File: config.mk
export PLATFORM = sky130hd
export DESIGN_NAME = sprite_rom_arbiter
export DESIGN_NICKNAME = d
export VERILOG_FILES = /design/src/rtl/sprite_pkg.sv /design/src/rtl/rr_arbiter_pick.sv /design/src/rtl/sprite_rom_arbiter.sv
export SDC_FILE = /design/constraint.sdc
export NUM_CORES = 1
export LEC_CHECK = 0
export ABC_CLOCK_PERIOD_IN_PS = 6300
export CORE_ASPECT_RATIO = 1.1
export CORE_MARGIN = 2
export CORE_UTILIZATION = 41
export CTS_CLUSTER_SIZE = 30
export DETAILED_ROUTE_END_ITERATION = 12
export PLACE_DENSITY_LB_ADDON = 0.15
export SLEW_MARGIN = 20
export SYNTH_ARGS = -nofsm -noshare
export SYNTH_HDL_FRONTEND = slang
export SYNTH_SLANG_ARGS = --single-unit
File: constraint.sdc
create_clock -name clk -period 6.3 [get_ports clk]
set_input_delay 1.575 -clock clk [delete_from_list [all_inputs] [get_ports clk]]
set_output_delay 1.575 -clock clk [all_outputs]
set_load 0.05 [all_outputs]
File: src/rtl/sprite_pkg.sv
// Shared sprite-path defaults and the one-hot requester tag type, reused by the
// display units, the ROM wrapper and the sprite ROM arbiter.
package sprite_pkg;

  localparam int N_REQ_DFLT   = 4;
  localparam int ADDR_W_DFLT  = 10;
  localparam int DATA_W_DFLT  = 12;
  localparam int ROM_LAT_DFLT = 1;

  // One bit per requester; at most one bit set.
  typedef logic [N_REQ_DFLT-1:0] tag_t;

  // Next requester index after i, wrapping at n.
  function automatic int wrap_inc(input int i, input int n);
    return (i + 1 >= n) ? 0 : i + 1;
  endfunction

endpackage

File: src/rtl/rr_arbiter_pick.sv
// Combinational rotate-priority picker: searches req upward from ptr with wrap
// and returns the one-hot winner plus its index.
module rr_arbiter_pick
  import sprite_pkg::*;
#(
  parameter int N_REQ = N_REQ_DFLT,
  localparam int PTR_W = $clog2(N_REQ)
) (
  input  logic [N_REQ-1:0] req,
  input  logic [PTR_W-1:0] ptr,
  output logic [N_REQ-1:0] gnt,
  output logic [PTR_W-1:0] idx,
  output logic             found
);

  int               cand;
  logic [PTR_W-1:0] cand_idx;

  // NOTE: every output gets a default before the loop, so no path leaves a
  // variable unassigned and no latch is inferred.
  always_comb begin
    gnt      = '0;
    idx      = '0;
    found    = 1'b0;
    cand     = 0;
    cand_idx = '0;
    for (int off = 0; off < N_REQ; off++) begin
      cand = int'(ptr) + off;
      if (cand >= N_REQ) cand = cand - N_REQ;
      cand_idx = PTR_W'(cand);
      if (!found && req[cand_idx]) begin
        found         = 1'b1;
        gnt[cand_idx] = 1'b1;
        idx           = cand_idx;
      end
    end
  end

endmodule

File: src/rtl/sprite_rom_arbiter.sv
// Round-robin share of the sprite ROM read port with a one-hot tag pipeline
// that steers each returned word. Define SPRITE_ARB_OUTREG_EN to register rd_data/rd_valid.
module sprite_rom_arbiter
  import sprite_pkg::*;
#(
  parameter int N_REQ   = N_REQ_DFLT,
  parameter int ADDR_W  = ADDR_W_DFLT,
  parameter int DATA_W  = DATA_W_DFLT,
  parameter int ROM_LAT = ROM_LAT_DFLT
) (
  input  logic                    clk,
  input  logic                    rst,
  input  logic [N_REQ-1:0]        req,
  input  logic [N_REQ*ADDR_W-1:0] addr,
  output logic [N_REQ-1:0]        gnt,
  output logic [ADDR_W-1:0]       rom_addr,
  input  logic [DATA_W-1:0]       rom_data,
  output logic [N_REQ-1:0]        rd_valid,
  output logic [DATA_W-1:0]       rd_data
);

  localparam int PTR_W = $clog2(N_REQ);

  logic [PTR_W-1:0] ptr_q, ptr_d, win_idx;
  logic [N_REQ-1:0] pick_gnt;
  logic             win_found;
  logic [N_REQ-1:0] tag_q [ROM_LAT];
  logic [N_REQ-1:0] tag_d [ROM_LAT];

  rr_arbiter_pick #(.N_REQ(N_REQ)) u_pick (
    .req   (req),
    .ptr   (ptr_q),
    .gnt   (pick_gnt),
    .idx   (win_idx),
    .found (win_found)
  );

  // gnt is already a subset of req, so any grant bit is a transfer.
  always_comb begin
    gnt      = rst ? '0 : pick_gnt;
    rom_addr = '0;
    for (int i = 0; i < N_REQ; i++) begin
      if (gnt[i]) rom_addr = addr[i*ADDR_W +: ADDR_W];
    end
    ptr_d = (win_found && !rst) ? PTR_W'(wrap_inc(int'(win_idx), N_REQ)) : ptr_q;
    tag_d[0] = gnt;
    for (int s = 1; s < ROM_LAT; s++) tag_d[s] = tag_q[s-1];
  end

  // NOTE: the tag stages are control state, not storage: every stage is reset
  // so a read in flight at reset can never raise rd_valid afterwards.
  always_ff @(posedge clk or posedge rst) begin
    if (rst) begin
      ptr_q <= '0;
      for (int s = 0; s < ROM_LAT; s++) tag_q[s] <= '0;
    end else begin
      // NOTE: non-blocking so every stage shifts on the same edge.
      ptr_q <= ptr_d;
      for (int s = 0; s < ROM_LAT; s++) tag_q[s] <= tag_d[s];
    end
  end

`ifdef SPRITE_ARB_OUTREG_EN
  logic [N_REQ-1:0]  rd_valid_q, rd_valid_d;
  logic [DATA_W-1:0] rd_data_q, rd_data_d;

  always_comb begin
    rd_valid_d = tag_q[ROM_LAT-1];
    rd_data_d  = (|tag_q[ROM_LAT-1]) ? rom_data : rd_data_q;
  end

  always_ff @(posedge clk or posedge rst) begin
    if (rst) begin
      rd_valid_q <= '0;
      rd_data_q  <= '0;
    end else begin
      rd_valid_q <= rd_valid_d;
      rd_data_q  <= rd_data_d;
    end
  end

  assign rd_valid = rd_valid_q;
  assign rd_data  = rd_data_q;
`else
  assign rd_valid = tag_q[ROM_LAT-1];
  assign rd_data  = rom_data;
`endif

endmodule

* Word-level counts from Yosys, hierarchy flattened
Index checks and enable logic that the tools add are counted.
** Storage, ports and cells
- Flip-flop bits (word level) :: 6
- Bits of input ports :: 58
- Output and inout port bits :: 30
- Logic and storage cells :: 76
** Operators by class
- Reduce and logical (&&, ||, !) cells :: 12
- $lt $le $gt $ge :: 13
- Multiplexer cells :: 38
- Bitwise gates (word level) :: 3
- Add/sub/neg operators :: 8
** Operators with widths (number)
- $mux W10 :: 4
- $mux W4 :: 5
- $mux W2 :: 9
- $ge A3 B3 Y1 const B :: 4
- $lt A2 B3 Y1 const B :: 4
- $mux W1 :: 12
- $or A4 B4 Y4 :: 3
- $bmux W1 S2 :: 4
- $demux W1 S2 :: 4
- $ge A2 B1 Y1 const B :: 4
- $logic_and A1 B1 Y1 :: 8
- $sub A2 B1 Y2 const B :: 4
- $add A2 B1 Y3 const B :: 2
- $add A2 B2 Y3 const B :: 2
- $logic_not A1 Y1 :: 4
- $ge A2 B3 Y1 const B :: 1

* Longest topological paths before layout
Gate-level depths: netlist of the first run.
- Depth after elaboration :: 19
- Depth in mapped cells :: 14
- Depth with buffers taken out :: 9

* Modules after synthesis
A second synthesis of the first run with hierarchy kept.
** Unflattened totals
- Cells, all modules :: 124
- Area total of the unflattened synthesis :: 1177.4 um2
** Modules (own cells, without submodules)
- sprite_rom_arbiter :: instances 1, sequential area each 150.1 um2, cells each 79, area an instance 755.7 um2
- rr_arbiter_pick :: instances 1, sequential area each 0.0 um2, cells each 45, area an instance 421.7 um2

* Worst setup path after synthesis of the first run
Ideal clock, no wire load.
- Path type :: input to output
- Start :: input port req[1]
- End :: output port rom_addr[9]
- Path buffers :: 2
- Path slack :: 499 ps
- Required time :: 4725 ps
- Data arrival time :: 4226 ps
- Stages :: 7
- Path through :: buf_2 mux4_2 buf_6 a211o_1 a22o_1 o311a_1 o21ai_0
** Between the ends
- Longest elaborated chain between the ends :: 17
- Elaborated cells on any way between the ends :: 29
- Those cells by class :: mux (20); bitwise (3); reduce/logical (6)
** RTL lines
- start, declared :: RTL line sprite_rom_arbiter.sv:13 : input logic [N_REQ-1:0] req,
- $bmux W1 S2 :: RTL line rr_arbiter_pick.sv:31 : if (!found && req[cand_idx]) begin
- $mux W1 (implied by the code) :: RTL line rr_arbiter_pick.sv:31
- $mux W1 :: RTL line rr_arbiter_pick.sv:31
- $logic_not A1 Y1 :: RTL line rr_arbiter_pick.sv:31
- $logic_and A1 B1 Y1 :: RTL line rr_arbiter_pick.sv:31
- $mux W1 :: RTL line rr_arbiter_pick.sv:31
- $logic_not A1 Y1 :: RTL line rr_arbiter_pick.sv:31
- $logic_and A1 B1 Y1 :: RTL line rr_arbiter_pick.sv:31
- $mux W1 :: RTL line rr_arbiter_pick.sv:31
- $logic_not A1 Y1 :: RTL line rr_arbiter_pick.sv:31
- $logic_and A1 B1 Y1 :: RTL line rr_arbiter_pick.sv:31
- $mux W4 (*) :: RTL line rr_arbiter_pick.sv:31
- $mux W4 (*) :: RTL line sprite_rom_arbiter.sv:40 : gnt = rst ? '0 : pick_gnt;
- $mux W10 (3 in a row) :: RTL line sprite_rom_arbiter.sv:43 : if (gnt[i]) rom_addr = addr[i*ADDR_W +: ADDR_W];
- $mux W10 (*) :: RTL line sprite_rom_arbiter.sv:43
- end, declared :: RTL line sprite_rom_arbiter.sv:16 : output logic [ADDR_W-1:0] rom_addr,
Mark *: on every way between the ends. The rest lies on a longest branch, timed or not. The select of a mux whose other input is x is not followed.

* Worst setup path after layout of the first run
Same ends and word-level chain as after synthesis.

==> results of run 1 <==
==> per-stage QoR <==
stage	hold slack (ns)	utilization, %	cells	instance area (um^2)	power (W)
4_1_cts	0.8812	62.96	302	2097	0.001345
3_5_place_dp	0.8761	62.28	299	2074	0.001307
5_1_grt	0.9680	62.96	302	2097	0.001431
2_1_floorplan	0.7515	-	213	1435	0.0008844
6_report	0.8877	62.96	302	2097	0.001346
3_3_place_gp	0.8769	62.28	299	2074	0.001300
==> power by group <==
part / leakage [nW] / switching, W / internal, W
Sequential: 0.0770 / 0.0000338 / 0.0000555
Combinational: 0.815 / 0.000708 / 0.000514
Clock: 0.0138 / 0.0000133 / 0.0000215
Total: 0.906 / 0.000755 / 0.000591
==> final cells by class <==
cell class / count / share of cell area, %
multi-input combinational: 154 / 48.09
clock buffer: 3 / 1.074
inverter: 20 / 3.580
tap: 48 / 2.864
sequential: 6 / 7.160
timing repair buffer: 71 / 37.23
==> worst max-delay path, cell delays in order <==
cell	delay (ns)
clkdlybuf4s50_1	0.57
mux4_2	0.64
a211o_1	0.45
a22o_1	0.36
o311a_1	0.37
o21ai_0	0.30
buf_12	0.18
==> cell usage after synthesis <==
library cell and instances:
a21oi_1 17, o21ai_0 14, mux2_2 1, ha_1 6, or3_1 1, nand3_1 2
inv_1 19, xor2_1 1, a211oi_1 12, nor3_1 1, o31ai_1 4, o22ai_1 3
a211o_1 1, dfrtp_1 6, o311a_1 10, o21ai_1 9, nand2_1 26, mux2i_1 5
clkbuf_2 1, nor3b_1 2, and3b_1 4, clkbuf_1 10, and3_1 1, nand3b_1 2
buf_2 6, and2_1 4, a21boi_0 1, nand2b_1 4, clkinv_1 1, a22o_1 1
nor2_1 16, a311oi_1 1, buf_6 4, o211ai_1 1, mux4_2 3, buf_4 12
a2111oi_0 1
==> logic make-up after synthesis <==
group | after synthesis | synth area share, %
compound gates | 75 | 34.09
mux | 9 | 8.980
xor+xnor | 1 | 0.6104
flops | 6 | 10.46
fa+ha+maj | 6 | 5.231
simple gates | 63 | 20.92
buf+inv | 53 | 19.70
==> per-layer routing <==
layer  wire length [um]  vias up
met2               1994       77
met3                337       19
li1                   -      824
met1               2011      734
met5                  0        -
met4                124        0
==> worst paths after layout <==
check | start | endpoint | cells past startpoint
max | req[1] | rom_addr[9] | 7
min | ptr_q[1] | ptr_q[1] | 2
max reg2reg | register | rd_valid[1] | 7
min reg2reg | ptr_q[1] | ptr_q[1] | 2
max in group asynchronous | rst | rd_valid[0] | 2
min in group asynchronous | rst | rd_valid[3] | 2
==> flow_summary.toml, run 1 <==
[finish]
final_cell_mix = "49 x clkdlybuf4s50_1, 26 x nand2_1, 19 x inv_1"
final_common_cell = "clkdlybuf4s50_1"
regArea_um2 = 150.1
drive_above_1_share_pct = 11.81
areaGrowthSynthToFinish_pct = 46.12
final_nets = 320
n_fill_cell = 296
antenna_cells = 0
multi_input_area_mm2 = 0.001008

[global_routing]
overflow = 0
gr-usage-all-layers_pct = 23.28
grt_pass1_vias = 1479
grt_use_met3_pct = 4.892
grt.busiest_layer = "met1"
met1_usage_pct = 34.00
antenna_found_initial = 0
grt_max_degree = 22
grt_pass1_wl_um = 7210
grt_use_met2_pct = 33.02

[drt]
num_vias = 1654
wl_um = 4466
wl_per_cell_um = 14.79
avgViaCountPerCell = 5.477
final_antenna_net_count = 0
first_pass_iters = 5
drtIter0Drc = 85
route.detailed.drc = 0

[yosys]
synth.largest_area_cell = "dfrtp_1"
yosysSeqAreaShare_pct = 10.46
yosysWarnings = 0
syn_area_per_cell_um2 = 6.738
yosys.area.top_type_share_pct = 10.46
syn_nets = 277
ys_ff_latch = 6
syn_area_mm2 = 0.001435
synth.distinct_cells = 37
syn_inst = 213
yosys-top-cells-area = "dfrtp_1 10%, o311a_1 7.0%, nand2_1 6.8%, a211oi_1 6.3%, buf_4 6.3%"

[die]
fp.dieW_um = 60.41
start_util_pct = 43.09
ios = 88
dieHeight_um = 66.05
placeableCoreArea_mm2 = 0.003331
rows = 22
dieArea_mm2 = 0.003990

[worst_setup_path]
r2r_setup_slack_ns = 3.11
cp.required_ns = 4.72
end_kind = "output port"
cp.arrival_ns = 4.44
critPathMaxFanout = 12
start_kind = "primary input"
critPathKind = "primary input to output port"

[timing]
worst_pin_slew_ns = 0.6403
finalMaxSlewViolations = 0
clock.fmax_mhz = 166.3
fin_skew_ns = 0.004338
setup_viol_count_final = 0
slew_headroom_pct = 57.27
setup_ws_ns = 0.2875
finalHoldViolCount = 0
period_share_pct = 95.44
finalSetupTns_ns = 0
rsz0062_at_grt = "false"
final.min_clock_period_ns = 6.012

[placement]
hpwl_um = 3471
port_buffers = 63
gp_congestion = 0.8950
place_ws_ns = 0.2935

[clock_tree]
cts_hold_buf = 0
root_buffer = "clkbuf_4"
post_cts_buffers = 0
clockBufferDepth = 2
cts_tree = "built"
numCtsBuffers = 3
cts.reportedPaths.clkPinSlew_ns = 0.04
clk_latency_ns = 0.25
h-tree-depth = 1
cts.sinks = 6
ctsResizeCount = 0

[power]
p_leak_nw = 0.9057
peakVddDrop_mv = 0.5893
p_per_area_mw_per_mm2 = 641.7

[min_path]
min_path_type = "register to register"

[run]
cap_violations = 0

[outcome]
status = "completed"
No activity file was read; power rests on OpenSTA's default activity.
==> run 2, diff against run 1 <==
Settings changed: ABC_CLOCK_PERIOD_IN_PS 6300 to unset, SETUP_SLACK_MARGIN set to 0.15, SLEW_MARGIN 20 to 10.
==> run 2 against run 1 <==
Against the previous run:
- clock power about the same
- sequential power is 0.8% lower
- fmax increased by 0.42%
- power rose by 0.79%
- design area rose by 0.72%
- first-iteration DRC count shrank 13%
- largest power group unchanged
- worst setup slack gained 0.025 ns
- register-to-register slack is essentially flat
- critical endpoint unchanged
==> flow_summary.toml, run 2 (same netlist as run 1, synthesis figures left out) <==
[clock_tree]
numCtsBuffers = 3
root_buffer = "clkbuf_4"
cts_tree = "built"
cts.sinks = 6
cts.reportedPaths.clkPinSlew_ns = 0.04
h-tree-depth = 1
clk_latency_ns = 0.25
clockBufferDepth = 2

[global_routing]
overflow = 0
grt_max_degree = 22
gr-usage-all-layers_pct = 23.28
antenna_found_initial = 0
grt_pass1_wl_um = 7210
grt_pass1_vias = 1479

[finish]
fin_cells = 304
final_nets = 322
multi_input_area_mm2 = 0.001008
n_fill_cell = 293
regArea_um2 = 150.1
drive_above_1_share_pct = 12.50
final_common_cell = "clkdlybuf4s50_1"
final_cell_mix = "49 x clkdlybuf4s50_1, 26 x nand2_1, 19 x inv_1"
final_core_util_pct = 63.41
areaGrowthSynthToFinish_pct = 47.17
antenna_cells = 0

[worst_setup_path]
cp.required_ns = 4.72
rr_worst_depth = 7
r2r_setup_slack_ns = 3.10
end_kind = "output port"
endpoint = "rom_addr[9]"
start_kind = "primary input"
critPathMaxFanout = 12
critPathKind = "primary input to output port"
cp.arrival_ns = 4.41
r2r-end = "rd_valid[1]"
critPathLaunch = "req[1]"

[timing]
finalMaxSlewViolations = 0
fin_skew_ns = 0.004445
finalSetupTns_ns = 0
slew_headroom_pct = 56.99
setup_viol_count_final = 0
fin_hold_ws_ns = 0.8820
setup_ws_ns = 0.3127
finalHoldViolCount = 0
worst_pin_slew_ns = 0.6444
clock.fmax_mhz = 167.0
rsz0062_at_grt = "false"
final.min_clock_period_ns = 5.987
period_share_pct = 95.04

[drt]
avgViaCountPerCell = 5.424
wl_um = 4489
num_vias = 1649
wl_per_cell_um = 14.77
route.detailed.drc = 0
drtIter0Drc = 74
first_pass_iters = 4
final_antenna_net_count = 0

[placement]
gp_congestion = 0.8950
port_buffers = 63
hpwl_um = 3471
place_inst = 299
place_ws_ns = 0.2935

[power]
peakVddDrop_mv = 0.5884
p_per_area_mw_per_mm2 = 642.1
p_leak_nw = 0.9153

[die]
dieArea_mm2 = 0.003990
fp.dieW_um = 60.41
placeableCoreArea_mm2 = 0.003331
rows = 22
dieHeight_um = 66.05
start_util_pct = 43.09
ios = 88

[min_path]
min_path_type = "register to register"

[run]
cap_violations = 0

[outcome]
status = "completed"
==> run 2: layer usage <==
| metal | global-route usage, % | routed length (um) |
|---|---|---|
| met1 | 34.00 | 2038 |
| met2 | 33.02 | 2001 |
| met3 | 4.892 | 324 |
| met4 | 8.696 | 124 |
| met5 | 0 | 0 |
==> run 2: layout make-up <==
| type | instances | share of cell area, % |
|---|---|---|
| tap | 48 | 2.844 |
| sequential | 6 | 7.109 |
| multi-input combinational | 154 | 47.75 |
| timing repair buffer | 73 | 37.68 |
| inverter | 20 | 3.554 |
| clock buffer | 3 | 1.066 |
==> run 2: repair_timing <==
item,CTS,global route
endpoints found under the setup margin,0,1
gates resized for setup,0,0
buffers inserted,0,2
hold buffers,0,0
==> run 2: worst min path at each step <==
stage | end | from | cells past startpoint | slack [ns]
3_5_place_dp | register | register | 2 | 0.88
2_1_floorplan | ptr_q[1] | ptr_q[1] | 3 | 0.75
5_1_grt | ptr_q[1] | ptr_q[1] | 2 | 0.97
6_report | ptr_q[1] | ptr_q[1] | 2 | 0.88
4_1_cts | ptr_q[1] | ptr_q[1] | 2 | 0.88
3_3_place_gp | register | register | 2 | 0.88
==> run 2: worst max-delay path, stage by stage <==
cell and delay, ns:
clkdlybuf4s50_1 0.57, mux4_2 0.61, a211o_1 0.44, a22o_1 0.36, o311a_1 0.37, o21ai_0 0.30, buf_12 0.18
==> run 2: where the power goes <==
part	internal [W]	switching [W]	total (W)
Combinational	0.000522	0.000711	0.00123
Sequential	0.0000555	0.0000330	0.0000885
Clock	0.0000215	0.0000133	0.0000348
Total	0.000599	0.000757	0.00136
==> run 2: through the flow <==
stage / power, W / instance area, um^2
2_1_floorplan: 0.0008844 / 1435
3_3_place_gp: 0.001300 / 2074
3_5_place_dp: 0.001307 / 2074
4_1_cts: 0.001345 / 2097
5_1_grt: 0.001442 / 2112
6_report: 0.001356 / 2112
